===== src/rtl/uart_tx_serializer.sv =====
// UART transmit serializer: start bit, DATA_WIDTH data bits LSB-first, optional
// parity bit, stop bit. Each bit is held for the latched Prescale clocks.
module uart_tx_serializer #(
   parameter int DATA_WIDTH = 8
) (
   input  logic                  CLK,
   input  logic                  RST,
   input  logic [DATA_WIDTH-1:0] P_DATA,
   input  logic                  Data_Valid,
   input  logic                  parity_enable,
   input  logic                  parity_type,
   input  logic [5:0]            Prescale,
   output logic                  TX_OUT,
   output logic                  Busy
);

   localparam int IW = (DATA_WIDTH > 1) ? $clog2(DATA_WIDTH) : 1;
   localparam logic [IW-1:0] LAST_IDX = IW'(DATA_WIDTH - 1);

   typedef enum logic [2:0] {
      S_IDLE,
      S_START,
      S_DATA,
      S_PARITY,
      S_STOP
   } state_t;

   state_t                state_q, state_d;
   logic [5:0]            cnt_q, cnt_d;
   logic [IW-1:0]         idx_q, idx_d;
   logic [DATA_WIDTH-1:0] data_q, data_d;
   logic                  par_en_q, par_en_d;
   logic                  par_bit_q, par_bit_d;
   logic [5:0]            presc_q, presc_d;
   logic                  tx_q, tx_d;
   logic                  busy_q, busy_d;

   logic [5:0]            presc_eff;
   logic                  bit_done;
   logic [IW-1:0]         idx_nxt;

   // Very short bit periods are clamped so a frame always has a sane minimum width.
   assign presc_eff = (Prescale < 6'd4) ? 6'd4 : Prescale;
   assign bit_done  = (cnt_q == (presc_q - 6'd1));
   assign idx_nxt   = idx_q + IW'(1);

   always_comb begin
      state_d   = state_q;
      cnt_d     = cnt_q;
      idx_d     = idx_q;
      data_d    = data_q;
      par_en_d  = par_en_q;
      par_bit_d = par_bit_q;
      presc_d   = presc_q;
      tx_d      = tx_q;
      busy_d    = busy_q;

      if (state_q != S_IDLE) begin
         cnt_d = bit_done ? 6'd0 : (cnt_q + 6'd1);
      end

      case (state_q)
         S_IDLE: begin
            cnt_d = 6'd0;
            idx_d = '0;
            tx_d  = 1'b1;
            busy_d = 1'b0;
            if (Data_Valid) begin
               data_d    = P_DATA;
               par_en_d  = parity_enable;
               par_bit_d = (^P_DATA) ^ parity_type;
               presc_d   = presc_eff;
               state_d   = S_START;
               tx_d      = 1'b0;
               busy_d    = 1'b1;
            end
         end
         S_START: begin
            if (bit_done) begin
               state_d = S_DATA;
               idx_d   = '0;
               tx_d    = data_q[0];
            end
         end
         S_DATA: begin
            if (bit_done) begin
               if (idx_q == LAST_IDX) begin
                  idx_d = '0;
                  if (par_en_q) begin
                     state_d = S_PARITY;
                     tx_d    = par_bit_q;
                  end else begin
                     state_d = S_STOP;
                     tx_d    = 1'b1;
                  end
               end else begin
                  idx_d = idx_nxt;
                  tx_d  = data_q[idx_nxt];
               end
            end
         end
         S_PARITY: begin
            if (bit_done) begin
               state_d = S_STOP;
               tx_d    = 1'b1;
            end
         end
         S_STOP: begin
            // Busy falls together with the return to IDLE so the next
            // request can be taken on the very first idle cycle.
            if (bit_done) begin
               state_d = S_IDLE;
               tx_d    = 1'b1;
               busy_d  = 1'b0;
            end
         end
         default: begin
            state_d = S_IDLE;
            cnt_d   = 6'd0;
            idx_d   = '0;
            tx_d    = 1'b1;
            busy_d  = 1'b0;
         end
      endcase
   end

   always_ff @(posedge CLK) begin
      if (RST) begin
         state_q   <= S_IDLE;
         cnt_q     <= 6'd0;
         idx_q     <= '0;
         data_q    <= '0;
         par_en_q  <= 1'b0;
         par_bit_q <= 1'b0;
         presc_q   <= 6'd0;
         tx_q      <= 1'b1;
         busy_q    <= 1'b0;
      end else begin
         state_q   <= state_d;
         cnt_q     <= cnt_d;
         idx_q     <= idx_d;
         data_q    <= data_d;
         par_en_q  <= par_en_d;
         par_bit_q <= par_bit_d;
         presc_q   <= presc_d;
         tx_q      <= tx_d;
         busy_q    <= busy_d;
      end
   end

   assign TX_OUT = tx_q;
   assign Busy   = busy_q;

endmodule


===== config.mk =====
export PLATFORM = sky130hd
export DESIGN_NAME = uart_tx_serializer
export DESIGN_NICKNAME = d
export VERILOG_FILES = /design/src/rtl/uart_tx_serializer.sv
export SDC_FILE = /design/constraint.sdc
export NUM_CORES = 1
export LEC_CHECK = 0
export BUFFER_PORTS_ARGS = -buffer_cell sky130_fd_sc_hd__buf_2
export CAP_MARGIN = 20
export CORE_ASPECT_RATIO = 0.5
export CORE_MARGIN = 10
export CORE_UTILIZATION = 50
export CTS_CLUSTER_SIZE = 40
export DETAILED_ROUTE_END_ITERATION = 16
export GPL_TIMING_DRIVEN = 0
export PLACE_DENSITY = 0.73
export SYNTH_ARGS = -nofsm -noshare
export SYNTH_HDL_FRONTEND = slang
export SYNTH_SLANG_ARGS = --single-unit

===== constraint.sdc =====
create_clock -name CLK -period 2 [get_ports CLK]
set_input_delay 0.4 -clock CLK [delete_from_list [all_inputs] [get_ports CLK]]
set_output_delay 0.4 -clock CLK [all_outputs]
set_load 0.005 [all_outputs]

==> After elaboration in Yosys (flattened, before gate mapping) <==
Index checks and enable logic that the tools add are counted.
{ "op_classes": {"addsub": 3, "n_mul": 0, "n_div": 0, "order_cmp": 2, "eq_ne": 13, "n_shift": 0, "muxes": 25, "bitwise": 4, "n_reduce_logical": 12} }
{ "ops": {"columns": ["op", "n"], "rows": [
  ["$mux W3", 9],
  ["$pmux W3 S5", 1],
  ["$mux W6", 2],
  ["$ne A2 B2 Y1 const B", 6],
  ["$mux W1", 9],
  ["$pmux W3 S3", 1],
  ["$reduce_xor A8 Y1", 1],
  ["$add A6 B1 Y6 const B", 1],
  ["$eq A3 B2 Y1 const B", 2],
  ["$eq A3 B3 Y1 const B", 2],
  ["$eq A6 B6 Y1", 1],
  ["$lt A6 B3 Y1 const B", 1],
  ["$reduce_and A3 Y1", 2],
  ["$reduce_and A6 Y1", 1],
  ["$sub A6 B1 Y6 const B", 1],
  ["$lt A3 B4 Y1 const B", 1],
  ["$pmux W1 S4", 1],
  ["$reduce_and A2 Y1", 2],
  ["$reduce_or A2 Y1", 2],
  ["$reduce_or A4 Y1", 1],
  ["$add A3 B1 Y3 const B", 1],
  ["$bmux W1 S3", 1],
  ["$eq A3 B1 Y1 const B", 1],
  ["$logic_not A3 Y1", 1],
  ["6 further kinds", 8]
]} }
{ "word_totals": {"regBits": 30, "latchBits": 0, "ram_bits": 0, "rom_bits": 0, "elab_cells": 68, "n_memories": 0} }

==> Depth between registers and ports, before layout <==
{ "logic_depth": {"depth_word": 6, "mapped_depth": 9, "ltp_nobuf": 8} }

==> Worst setup path after synthesis <==
Ideal clock, no wire load.
{ "synth_timing": {"path_type": "register to register", "start": "register presc_q[0]", "end": "register state_q[2]", "setup_ps": 65, "t_arrival_ps": 1947, "t_required_ps": 1935, "setup_slack_ps": -12, "path_stages_with_launch": 10, "path_buffers": 1, "path_cell_list": "dfxtp_1 inv_1 ha_1 xnor2_1 a21oi_1 o21ai_1 a2111oi_4 buf_6 mux2_2 nor2_1"} }
{ "synth_between": {"elab_chain_cells": 4, "elab_cells_between_ends": 7, "classes_between": "1 x add/sub; 5 x eq/ne; 1 x reduce/logical"} }
{ "synth_lines": {"columns": ["element", "line_no", "rtl"], "rows": [
  ["start, declared", "34", "logic [5:0] presc_q, presc_d;"],
  ["start signal, assigned", "145", "presc_q <= presc_d;"],
  ["$sub A6 B1 Y6 *", "44", "assign bit_done = (cnt_q == (presc_q - 6'd1));"],
  ["$eq A6 B6 Y1 *", "44", null],
  ["$ne A2 B2 Y1 (no source line)", null, null],
  ["$reduce_and A6 Y1 (no source line) *", null, null],
  ["end signal, assigned", "139", "state_q <= state_d;"],
  ["end, declared", "28", "state_t state_q, state_d;"]
]} }
Mark *: on every way between the ends. The rest lies on a longest branch, timed or not.
A chain may end at the register's enable or synchronous reset.

==> Worst setup path after layout <==
Ends and elaborated chain as after synthesis.

==> results.cfg <==
[worst_setup_path]
required_ps = 2210
arrival_ps = 2220
critical_path_class = reg -> reg
start_kind = register
endpoint_kind = register
crit_slowest_cell = a2111oi_4
max_stage_delay_ps = 350
crit_path_cell_trace = inv_2, ha_4, xnor2_1, a21oi_1, o21ai_1, a2111oi_4, buf_4, buf_6, mux2_4, nor2_2
critPathMaxFanout = 5

[floorplanning]
core_area_um2 = 3070
io_pins = 21
fp.dieH_um = 60.5
start_util_pct = 53.6
row_count = 14
chipWidth_um = 101
dieArea_um2 = 6110

[synthesis]
synth_top_area_cell = dfxtp_1
ys_top_cells_by_count = nand2_1, dfxtp_1, a21oi_1, nor2_1, xnor2_1
synth_top_area_share_pct = 36.6
async_flop_share_pct = 0
synth_ff_type = dfxtp_1
synth-seq-area-share_pct = 36.6
synth_warnings = 0
synth_edf_count = 0
ys_types = 41
ys_top_cells_by_area = dfxtp_1, nand2_1, a21oi_1
postSynthAreaPerCell_um2 = 8.29
syn_nets = 221
synthMostInstantiatedCell = nand2_1
synthCells = 198
synth-seq-cells = 30
synthesis.area_um2 = 1640

[routing]
drt_wl_total_um = 3720
viasPerCell = 5.49
firstDrtPassIters = 4
vias = 1493
wl_per_cell_um = 13.7
remaining_drc_errors = 0
drt_iter0_markers = 58
detail-route-antenna-nets = 0

[global_route]
grt_use_met1_pct = 14.6
grt_pass1_wl_um = 6150
grt_use_total_pct = 12.4
grt_pass1_vias = 1406
use_met3_pct = 3.51
busiest_layer = met2
grt-ovfl-total = 0
grt_use_met2_pct = 21.1
antenna_found_initial = 0
grt_max_degree = 11

[sta]
finalMaxSlewViolations = 0
tns_ps = -12.9
rsz0062_at_grt = true
finClkSkew_ps = 4.06
post-route-min-period_ps = 2010
worst_slew_pin_slew_ps = 518
timing.hold.ws_ps = 369
slew_headroom_pct = 65.5
finalSetupViolations = 2
setup_slack_ps = -11.2
finalHoldViolCount = 0
fin_crit_sh_pct = 101
fmax_mhz = 497

[clock_tree]
cts_tree = built
clock_sinks = 30
ctsRootBufferMaster = clkbuf_8
hold_buffers = 0
clk_latency_ps = 270
clk_path_buf_depth = 2
htreeDepth = 2
clkTransAtPathRegs_ps = 60
numCtsBuffers = 5

[cells_and_area]
num_antenna_cells = 0
layout.cells.non_filler = 272
multi_input_area_um2 = 1000
drive_gt1_share_pct = 26.3
final_area_um2 = 1990
final_nets = 255
area_growth_pct = 21.4
fillers = 269
seq_area_um2 = 606

[place]
placement.io_buffers = 20
postPlaceCellArea_um2 = 1800
dp_hpwl_um = 2680
dp.cells = 258
place_congestion = 0.845

[pwr]
pwr-share-comb_pct = 19.2
p_switching_mw = 0.372
netSwitchingFraction_pct = 27.2
power.leakage_nw = 0.760
p_int_mw = 0.994
p_clk_share_pct = 32.6
peakVddDrop_mv = 0.418
power_mw = 1.37
powerDensity_nw_per_um2 = 685
p_seq_share_pct = 48.1

[status]
status = finished, violations left
violations = setup timing

[min_path]
hp-class = in -> reg

[flow_run]
drv_cap = 0
## worst max-delay path, delay by kind of cell (launching register included)
family / cells / cell delay (ps)
muxes: 1 / 300
and+or+nand+nor: 1 / 70
xor gates and xnor gates: 1 / 120
DFF: 1 / 340
buffers and inverters: 3 / 380
AOI/OAI and AO/OA: 3 / 570
adders and majority gates: 1 / 160
## logic make-up (layout without fill, tap and decap cells)
logic type	count (synthesis)	count (layout)	synth area share, %
DFF	30	30	36.6
muxes	6	6	5.41
xor gates and xnor gates	21	21	12.1
adders and majority gates	5	5	3.66
AOI/OAI and AO/OA	38	38	15.3
and+or+nand+nor	78	78	21.1
buffers and inverters	20	54	5.79
## flip-flops by register name, summed over array words and instances (netlist names)
signal	count
presc_q	6
cnt_q	6
idx_q	3
TX_OUT	1
Busy	1
par_bit_q	1
state_q	3
data_q	8
par_en_q	1
## worst paths after layout
path | from | endpoint | slack [ps] | cells past startpoint
min | parity_enable | par_en_q | 370 | 3
min reg2reg | data_q[6] | data_q[6] | 460 | 2
max | presc_q[0] | state_q[2] | -10 | 10
max reg2reg | presc_q[0] | state_q[2] | -10 | 10
## power groups by stage
| stage | Clock, mW | Combinational [mW] | Sequential (mW) |
|---|---|---|---|
| floorplan | 0 | 0.176 | 0.662 |
| global placement | 0 | 0.231 | 0.667 |
| detailed placement | 0 | 0.237 | 0.668 |
| CTS | 0.456 | 0.256 | 0.655 |
| global route | 0.484 | 0.289 | 0.661 |
| finish | 0.446 | 0.262 | 0.657 |
## layout make-up
cell class | count | share of cell area (%)
tap | 40 | 2.51
clock buffer | 7 | 3.83
timing repair buffer | 27 | 7.85
sequential | 30 | 30.4
multi-input combinational | 148 | 50.3
inverter | 9 | 1.69
buffer | 11 | 3.39
## metal layers
| metal | share of wire (%) | up-vias | wire length (µm) |
|---|---|---|---|
| li1 | - | 759 | - |
| met1 | 48 | 705 | 1790 |
| met2 | 47 | 24 | 1760 |
| met3 | 3.3 | 5 | 122 |
| met4 | 1.0 | 0 | 37 |
| met5 | 0 | - | 0 |
## cells in the final DEF, fill, tap and decap left out, drive strengths merged, types with 5 or more instances in the layout
cell and count:
nor3 5, xor2 10, nand2 36, xnor2 11, clkbuf 12, nand3 7
buf 33, dfxtp 30, nor2 18, inv 9, a21oi 18, a31oi 5
o21ai 5
## what timing repair did
item,in CTS,in global routing
pin swaps,12,3
gates cloned,1,0
buffers inserted,4,2
resized for setup,15,4
endpoints found under the setup margin,23,8
## stage by stage
| stage | utilization [%] | setup slack, ps |
|---|---|---|
| after CTS | 64.0 | -9.02 |
| after detailed placement | 58.6 | -182 |
| after global routing | 65.0 | -123 |
| final | 65.0 | -11.2 |
| after global placement | 58.6 | -191 |
| after floorplan | - | 18.1 |
(Power assumes the default switching activity.)
